## src/rtl/fx3_link_arbiter.sv

```systemverilog
`default_nettype none
// ============================================================================
// Module   : fx3_link_arbiter
// Brief    : Round-robin owner of the FX3 GPIO link; one send/receive round
//            trip per grant, with timeout retries and FX3 reset escalation.
// Revision : 1.0 - initial release
// ============================================================================
module fx3_link_arbiter #(
  parameter int          N_REQ      = 3,
  parameter int          DATA_W     = 23,
  parameter logic [15:0] TIMEOUT    = 16'h0400,
  parameter int          RETRY_MAX  = 2,
  parameter logic [15:0] RST_CYCLES = 16'h2000
) (
  input  logic                    clk,
  input  logic                    reset_n,
  input  logic [N_REQ-1:0]        req,
  input  logic [N_REQ*DATA_W-1:0] req_data,
  output logic [N_REQ-1:0]        grant,
  output logic [N_REQ-1:0]        done,
  output logic [N_REQ-1:0]        err,
  output logic [DATA_W-1:0]       rsp_data,
  output logic [DATA_W-1:0]       tx_data,
  output logic                    tx_start,
  input  logic                    tx_ready,
  output logic                    tx_hold,
  output logic                    rx_clr,
  input  logic                    rx_ready,
  input  logic [DATA_W-1:0]       rx_data,
  output logic                    fx3_rst
);

  localparam int IDX_W = (N_REQ > 1) ? $clog2(N_REQ) : 1;

  localparam logic [2:0] c_st_idle    = 3'd0;
  localparam logic [2:0] c_st_send    = 3'd1;
  localparam logic [2:0] c_st_wait_rx = 3'd2;
  localparam logic [2:0] c_st_fx3_rst = 3'd3;
  localparam logic [2:0] c_st_release = 3'd4;

  localparam logic [15:0]      c_timeout_last = TIMEOUT - 16'd1;
  localparam logic [15:0]      c_rst_last     = RST_CYCLES - 16'd1;
  localparam logic [7:0]       c_retry_max    = 8'(RETRY_MAX);
  localparam logic [IDX_W-1:0] c_idx_last     = IDX_W'(N_REQ - 1);
  localparam logic [N_REQ-1:0] c_one          = N_REQ'(1);

  logic [2:0]       r_state;
  logic [IDX_W-1:0] r_idx;
  logic [IDX_W-1:0] r_last_idx;
  logic [15:0]      r_cnt;
  logic [7:0]       r_retries;

  logic              w_found;
  logic [IDX_W-1:0]  w_win;
  logic [IDX_W-1:0]  w_cand;
  logic [DATA_W-1:0] w_words [N_REQ];

  for (genvar i = 0; i < N_REQ; i++) begin : g_unpack
    assign w_words[i] = req_data[i*DATA_W +: DATA_W];
  end

  // Search starts just after the previous owner so every requester gets a turn.
  always_comb begin
    int j;
    j       = 0;
    w_found = 1'b0;
    w_win   = '0;
    w_cand  = '0;
    for (int k = 1; k <= N_REQ; k++) begin
      j = int'(r_last_idx) + k;
      if (j >= N_REQ) j = j - N_REQ;
      w_cand = IDX_W'(j);
      if (!w_found && req[w_cand]) begin
        w_found = 1'b1;
        w_win   = w_cand;
      end
    end
  end

  assign tx_start = (r_state == c_st_send);
  assign tx_hold  = (r_state == c_st_wait_rx);
  assign fx3_rst  = (r_state == c_st_fx3_rst);

  always_ff @(posedge clk) begin
    if (!reset_n) begin
      r_state    <= c_st_idle;
      grant      <= '0;
      done       <= '0;
      err        <= '0;
      rsp_data   <= '0;
      tx_data    <= '0;
      rx_clr     <= 1'b0;
      r_cnt      <= '0;
      r_retries  <= '0;
      r_idx      <= '0;
      r_last_idx <= c_idx_last;
    end else begin
      // done, err and rx_clr are single-cycle pulses raised only on transitions.
      done   <= '0;
      err    <= '0;
      rx_clr <= 1'b0;
      case (r_state)
        c_st_idle: begin
          if (w_found) begin
            grant     <= c_one << w_win;
            r_idx     <= w_win;
            tx_data   <= w_words[w_win];
            rx_clr    <= 1'b1;
            r_retries <= '0;
            r_state   <= c_st_send;
          end
        end
        c_st_send: begin
          if (tx_ready) begin
            r_cnt   <= '0;
            r_state <= c_st_wait_rx;
          end
        end
        c_st_wait_rx: begin
          if (rx_ready) begin
            rsp_data <= rx_data;
            done     <= c_one << r_idx;
            r_state  <= c_st_release;
          end else if (r_cnt == c_timeout_last) begin
            if (r_retries < c_retry_max) begin
              r_retries <= r_retries + 8'd1;
              rx_clr    <= 1'b1;
              r_state   <= c_st_send;
            end else begin
              r_cnt   <= '0;
              r_state <= c_st_fx3_rst;
            end
          end else begin
            r_cnt <= r_cnt + 16'd1;
          end
        end
        c_st_fx3_rst: begin
          r_cnt <= r_cnt + 16'd1;
          if (r_cnt == c_rst_last) begin
            err     <= c_one << r_idx;
            r_state <= c_st_release;
          end
        end
        c_st_release: begin
          grant      <= '0;
          r_last_idx <= r_idx;
          r_state    <= c_st_idle;
        end
        default: r_state <= c_st_idle;
      endcase
    end
  end

endmodule
`default_nettype wire
```

## config.mk

```make
export PLATFORM = sky130hd
export DESIGN_NAME = fx3_link_arbiter
export DESIGN_NICKNAME = d
export VERILOG_FILES = /design/src/rtl/fx3_link_arbiter.sv
export SDC_FILE = /design/constraint.sdc
export NUM_CORES = 1
export LEC_CHECK = 0
export ABC_AREA = 1
export BUFFER_PORTS_ARGS = -buffer_cell sky130_fd_sc_hd__buf_2
export CAP_MARGIN = 10
export CORE_MARGIN = 2
export CORE_UTILIZATION = 53
export CTS_CLUSTER_SIZE = 10
export DETAILED_ROUTE_END_ITERATION = 8
export MAX_ROUTING_LAYER = met4
export PLACE_DENSITY = 0.94
export SYNTH_ARGS = -nofsm -noshare
export SYNTH_HDL_FRONTEND = slang
export SYNTH_SLANG_ARGS = --single-unit
```

## constraint.sdc

```tcl
create_clock -name clk -period 5.6 [get_ports clk]
set_input_delay 0.28 -clock clk [delete_from_list [all_inputs] [get_ports clk]]
set_output_delay 0.28 -clock clk [all_outputs]
set_load 0.005 [all_outputs]
```

== Yosys cells after proc, flatten, opt, wreduce, memory -nomap -nowiden ==
Index checks and enable logic that the tools add are counted.

* Order comparisons: 8
* Reduce and logical (&&, ||, !) cells: 16
* Bitwise gates (word level): 1
* Equality and inequality tests: 14
* Shift-type cells: 2
* Muxes and demuxes: 42
* Add/sub/neg operators: 8

{| class="wikitable"
|+ Operators by type and width
! kind !! count
|-
| two-way mux 16 bit || 4
|-
| case mux 16 bit (3 select lines) || 1
|-
| binary-select mux 23 bit (select 2 bit) || 1
|-
| two-way mux 23 bit || 2
|-
| two-way mux 8 bit || 4
|-
| two-way mux 3 bit || 6
|-
| adder 16 x 1 -> 16 bit (second input constant) || 1
|-
| == test 16 x 10 -> 1 bit (second input constant) || 1
|-
| == test 16 x 13 -> 1 bit (second input constant) || 1
|-
| case mux 8 bit (2 select lines) || 1
|-
| two-way mux 2 bit || 7
|-
| case mux 3 bit (4 select lines) || 1
|-
| two-way mux 1 bit || 10
|-
| >= comparator 3 x 2 -> 1 bit (second input constant) || 3
|-
| < comparator 2 x 3 -> 1 bit (second input constant) || 3
|-
| adder 8 x 1 -> 8 bit (second input constant) || 1
|-
| < comparator 8 x 2 -> 1 bit (second input constant) || 1
|-
| inequality test 2 x 1 -> 1 bit (second input constant) || 4
|-
| AND reduction 4 bit || 2
|-
| adder 2 x 2 -> 3 bit (second input constant) || 2
|-
| binary-select mux 1 bit (select 2 bit) || 3
|-
| == test 3 x 2 -> 1 bit (second input constant) || 2
|-
| case mux 3 bit (2 select lines) || 1
|-
| AND reduction 2 bit || 3
|-
| other kinds (18) || 26
|}

* Register bits after elaboration: 87
* Logic and storage cells: 102
* Output and inout port bits: 59
* Input port bits: 99

== Longest topological paths before layout ==
* Depth in word-level cells: 16
* Mapped depth: 17
* Depth with buffers taken out: 16

== Worst setup path after synthesis ==
No wires, ideal clock.

* Path kind: register to register
* From: register r_last_idx[0]
* To: register tx_data[0]
* Data arrival time: 1.946 ns
* Setup time: 0.109 ns
* Buffers on the path: 2
* Path slack: 3.545 ns
* Cell stages (with the launch flop): 17
* Required time: 5.491 ns
* Clock period less this slack: 2.055 ns
* Cell sequence: dfxtp_1 > inv_1 > ha_1 > buf_6 > nand2_1 > inv_2 > nor2_2 > nand2_1 > nand2_1 > nor2_2 > nand2_1 > nand2_4 > buf_2 > a21oi_1 > nand3_1 > nand2_1 > inv_1

* Longest elaborated chain between the ends: 16
* Elaborated cells on any way between the ends: 33
* Classes of those cells: 6 x add/sub; 3 x order compare; 18 x mux; 1 x bitwise; 5 x reduce/logical

{| class="wikitable"
|+ Ends and longest elaborated chain
! what !! RTL line !! source
|-
| start: declaration || 49 || <nowiki>logic [IDX_W-1:0] r_last_idx;</nowiki>
|-
| start signal: assignment || 96 || <nowiki>r_last_idx <= c_idx_last;</nowiki>
|-
| start signal: assignment || 146 || <nowiki>r_last_idx <= r_idx;</nowiki>
|-
| adder 2 x 1 -> 3 bit || 70 || <nowiki>j = int'(r_last_idx) + k;</nowiki>
|-
| >= comparator 3 x 2 -> 1 bit / subtractor 2 bit (equally long branches) || 71 || <nowiki>if (j >= N_REQ) j = j - N_REQ;</nowiki>
|-
| two-way mux 2 bit || 71 ||
|-
| binary-select mux 1 bit (select 2 bit) || 73 || <nowiki>if (!w_found && req[w_cand]) begin</nowiki>
|-
| two-way mux 1 bit (not written as such) || 73 ||
|-
| two-way mux 1 bit || 73 ||
|-
| logical NOT 1 bit || 73 ||
|-
| logical AND 1 bit || 73 ||
|-
| two-way mux 1 bit || 73 ||
|-
| logical NOT 1 bit || 73 ||
|-
| logical AND 1 bit || 73 ||
|-
| two-way mux 2 bit || 73 ||
|-
| inverter 2 -> 3 bit (not written as such) || 107 || <nowiki>tx_data <= w_words[w_win];</nowiki>
|-
| binary-select mux 23 bit (select 2 bit) || 107 ||
|-
| two-way mux 23 bit (not written as such) (2 in series) || 107 ||
|-
| end signal: assignment || 107 ||
|-
| end: declaration || 23 || <nowiki>output logic [DATA_W-1:0] tx_data,</nowiki>
|}

Parallel ways exist; a longest one is shown, timed or not. The select of a mux whose other input is x is not followed.
A chain may end at the register's enable or synchronous reset.

== Final worst setup path ==
* From: register r_last_idx[0]
* To: register r_retries[1]

* Longest elaborated chain between the ends: 14
* Elaborated cells on any way between the ends: 27
* Classes of those cells: 6 x add/sub; 3 x order compare; 1 x eq/ne; 12 x mux; 5 x reduce/logical

{| class="wikitable"
|+ Ends and longest elaborated chain
! what !! RTL line !! source
|-
| adder 2 x 1 -> 3 bit || 70 ||
|-
| >= comparator 3 x 2 -> 1 bit / subtractor 2 bit (equally long branches) || 71 ||
|-
| two-way mux 2 bit || 71 ||
|-
| binary-select mux 1 bit (select 2 bit) || 73 ||
|-
| two-way mux 1 bit (not written as such) || 73 ||
|-
| two-way mux 1 bit || 73 ||
|-
| logical NOT 1 bit || 73 ||
|-
| logical AND 1 bit || 73 ||
|-
| two-way mux 1 bit || 73 ||
|-
| logical NOT 1 bit || 73 ||
|-
| logical AND 1 bit || 73 ||
|-
| two-way mux 1 bit (*) || 73 ||
|-
| inequality test 2 bit (no line) (*) || - ||
|-
| AND reduction 5 bit (no line) (*) || - ||
|-
| end signal: assignment || 126 || <nowiki>r_retries <= r_retries + 8'd1;</nowiki>
|-
| end: declaration || 51 || <nowiki>logic [7:0] r_retries;</nowiki>
|}

Mark *: on every way between the ends. The rest lies on a longest branch, timed or not. The select of a mux whose other input is x is not followed.

==> flow_metrics.env <==
export IMPL_wl_per_cell_um=13.47
export IMPL_placement_io_buffers=157
export IMPL_cts_setup_buffers=0
export IMPL_grt_pass1_vias=4286
export IMPL_synth_top_family_by_area="simple AND/OR/NAND/NOR gates"
export IMPL_syn2layout_area_growth_pct=22.65
export IMPL_cpPeakStageDelay_ns=0.81
export IMPL_drtAntennaViolNets=0
export IMPL_cts_made_buffers=9
export IMPL_placed_area_um2=4952
export IMPL_maxSlewHeadroom_pct=28.10
export IMPL_viasPerCell=5.384
export IMPL_netlist_instances=602
export IMPL_cpMostUsedCell="nand2_1"
export IMPL_fin_hold_ws_ns=0.1363
export IMPL_cp_top_family="simple AND/OR/NAND/NOR gates"
export IMPL_cts_repair_resized=0
export IMPL_start_kind="flop"
export IMPL_hold_buffers=0
export IMPL_synthMuxAreaShare_pct=0
export IMPL_grtUsageTotal_pct=27.30
export IMPL_gp_congestion=0.9687
export IMPL_finalSetupTns_ns=0
export IMPL_synth_avg_cell_area_um2=6.973
export IMPL_synth_nets=706
export IMPL_rows=32
export IMPL_nNetsFinal=847
export IMPL_synth_compound_area_share_pct=13.44
export IMPL_diodes=0
export IMPL_ys_seq_area_share_pct=41.49
export IMPL_netlist_area_um2=4198
export IMPL_power_density_nw_per_um2=458.0
export IMPL_endpoint_kind="flop"
export IMPL_synth_yosys_warnings=0
export IMPL_critPathArrivalTime_ns=3.79
export IMPL_cap_violations=0
export IMPL_worstHoldStart="rx_data[7]"
export IMPL_die_x_um=93.00
export IMPL_drc_errors=0
export IMPL_timing_final_crit_share_pct=62.86
export IMPL_grt_overflow_total=0
export IMPL_ys_ff_latch=87
export IMPL_drt_iter0_markers=412
export IMPL_hold_viol_final=0
export IMPL_wl_met3_um=779
export IMPL_r2r_slack_ns=2.08
export IMPL_worst_slew_pin_slew_ns=1.077
export IMPL_dieHeight_um=93.00
export IMPL_fin_area_um2=5149
export IMPL_reg2reg_from="r_last_idx[0]"
export IMPL_rsz0062_at_grt="no"
export IMPL_synth_edff_count=0
export IMPL_drt_first_pass_iters=5
export IMPL_final_util_pct=66.98
export IMPL_whs_path_depth=3
export IMPL_htreeDepth=3
export IMPL_pin_count=158
export IMPL_synth_cell_types=34
export IMPL_r2r_end="r_retries[1]"
export IMPL_finalClockSkew_ns=0.009993
export IMPL_core_area_um2=7687
export IMPL_dp_hpwl_um=8238
export IMPL_p_leak_nw=2.573
export IMPL_vias=4576
export IMPL_synth_xor_area_share_pct=1.461
export IMPL_crit_chain="inv_1 -> ha_1 -> nand2_1 -> nand2_1 -> nand2_2 -> nand2_1 -> a21oi_2 -> nor2_2 -> inv_2 -> nand2_2 -> nand3_1 -> a21oi_1"
export IMPL_top_layer="met4"
export IMPL_route_met2_wl_um=5539
export IMPL_yosys_area_share_simple_pct=33.32
export IMPL_cts_sinks=87
export IMPL_clk_pin_slew_ns=0.10
export IMPL_grt_pass1_wl_um=18840
export IMPL_path_class="flop to flop"
export IMPL_final_setup_viol_count=0
export IMPL_required_ns=5.87
export IMPL_ys_async_sr_fraction_pct=0
export IMPL_path_buf_inv=2
export IMPL_clockRootBuffer="clkbuf_8"
export IMPL_min_path_type="input pin to flop"
export IMPL_slew_violations=0
export IMPL_n_fill_cell=642
export IMPL_cts_max_path_buffers=2
export IMPL_cts_tree="done"
export IMPL_period_needed_ns=3.520
export IMPL_critPathSlowestCell="nor2_2"
export IMPL_drt_total_wl_um=11450
export IMPL_worst_path_max_fanout=30
export IMPL_initial_core_util_pct=54.61
export IMPL_r2r_cells=12
export IMPL_ys_flop_type="dfxtp_1"
export IMPL_yosys_area_share_adder_pct=1.490
export IMPL_die_area_um2=8648
export IMPL_min_to="rsp_data[7]"
export IMPL_m1WireLength_um=4720
export IMPL_grt_antenna_before_repair=0
export IMPL_outcome="finished clean"
export IMPL_timing_fmax_mhz=284.1
export IMPL_grt_max_degree=47
export IMPL_layout_drive_gt1_share_pct=27.67
export IMPL_clock_latency_ns=0.36
export IMPL_peakVddDrop_mv=0.2883
## cell usage in the layout, fill, tap and decap left out, drive strengths merged
master	synthesis	final
ha	5	5
inv	56	61
or2	2	2
o211ai	3	3
nand3b	2	2
a211oi	1	1
nor2	98	98
xnor2	2	2
a31oi	11	11
clkbuf	12	9
o22ai	1	1
o21ai	41	41
buf	15	157
nand2	150	150
a21oi	50	50
clkinvlp	0	1
dfxtp	87	87
nor4	3	3
clkinv	0	1
nor3	18	18
nand3	33	33
xor2	5	5
nand4	7	7
## power by group
| group | total, W | switching, W | leakage [nW] | internal, W |
|---|---|---|---|---|
| Clock | 0.000430 | 0.000254 | 0.0974 | 0.000176 |
| Combinational | 0.00107 | 0.000710 | 1.77 | 0.000358 |
| Sequential | 0.000859 | 0.0000891 | 0.710 | 0.000770 |
## how the worst max path moves through the flow
| stage | start | end | slack (ns) | depth (start not counted) |
|---|---|---|---|---|
| 6_report | r_last_idx[0] | r_retries[1] | 2.08 | 12 |
| 5_1_grt | r_last_idx[0] | tx_data[1] | 1.79 | 13 |
| 4_1_cts | r_last_idx[0] | r_retries[1] | 2.14 | 12 |
| 3_5_place_dp | r_last_idx[0] | r_retries[1] | 2.12 | 12 |
| 3_3_place_gp | r_last_idx[0] | r_retries[1] | 2.35 | 12 |
| 2_1_floorplan | r_last_idx[0] | tx_data[0] | 3.55 | 16 |
## final cells by class
type / instances / area (um2) / share of cell area (%)
sequential: 87 / 1742 / 33.83
tap: 102 / 127.6 / 2.479
inverter: 56 / 210.2 / 4.083
timing repair buffer: 157 / 785.8 / 15.26
multi-input combinational: 432 / 2087 / 40.53
clock buffer: 9 / 123.9 / 2.406
clock inverter: 7 / 72.57 / 1.409
## per-stage QoR
step	instances	total power (W)	setup WS [ns]
6_report	850	0.002358	2.080
5_1_grt	850	0.002534	1.789
4_1_cts	850	0.002351	2.142
3_5_place_dp	834	0.001923	2.116
3_3_place_gp	834	0.001877	2.352
2_1_floorplan	602	0.001656	3.545
## worst min-delay path, cell delays in order
cell and delay, ns:
buf_2 0.07, nor2_1 0.03, nor2_1 0.08
## sequential cells by signal (all words and copies together) (netlist names)
signal and flops:
rsp_data 23, tx_data 23, r_cnt 16, r_retries 8
done 3, err 3, grant 3, r_state 3
r_idx 2, r_last_idx 2, rx_clr 1
## cells in the mapped netlist (3+ instances only)
| cell type | number | area share [%] |
|---|---|---|
| a21oi_1 | 49 | 5.8 |
| a31oi_1 | 11 | 1.6 |
| buf_2 | 7 | 0.83 |
| buf_4 | 3 | 0.54 |
| buf_6 | 5 | 1.3 |
| clkbuf_1 | 12 | 1.1 |
| dfxtp_1 | 87 | 41 |
| ha_1 | 5 | 1.5 |
| inv_1 | 47 | 4.2 |
| inv_2 | 9 | 0.80 |
| nand2_1 | 143 | 13 |
| nand2_2 | 4 | 0.60 |
| nand2_4 | 3 | 0.80 |
| nand3_1 | 30 | 3.6 |
| nand3_2 | 3 | 0.72 |
| nand4_1 | 7 | 1.0 |
| nor2_1 | 87 | 7.8 |
| nor2_2 | 7 | 1.0 |
| nor3_1 | 16 | 1.9 |
| nor4_1 | 3 | 0.45 |
| o211ai_1 | 3 | 0.54 |
| o21ai_0 | 40 | 4.8 |
| xor2_1 | 5 | 1.0 |
## cells by family (layout without fill, tap and decap cells)
group | after synthesis | after routing
adders and majority gates | 5 | 5
DFF | 87 | 87
AOI/OAI and AO/OA | 107 | 107
buffers and inverters | 83 | 229
xor gates and xnor gates | 7 | 7
and+or+nand+nor | 313 | 313
## routing by layer
metal	up-vias	global-route usage [%]
li1	2226	-
met5	-	-
met3	44	3.223
met1	2059	33.62
met2	247	45.23
met4	0	12.38
Power figures use the tool's default switching activity.
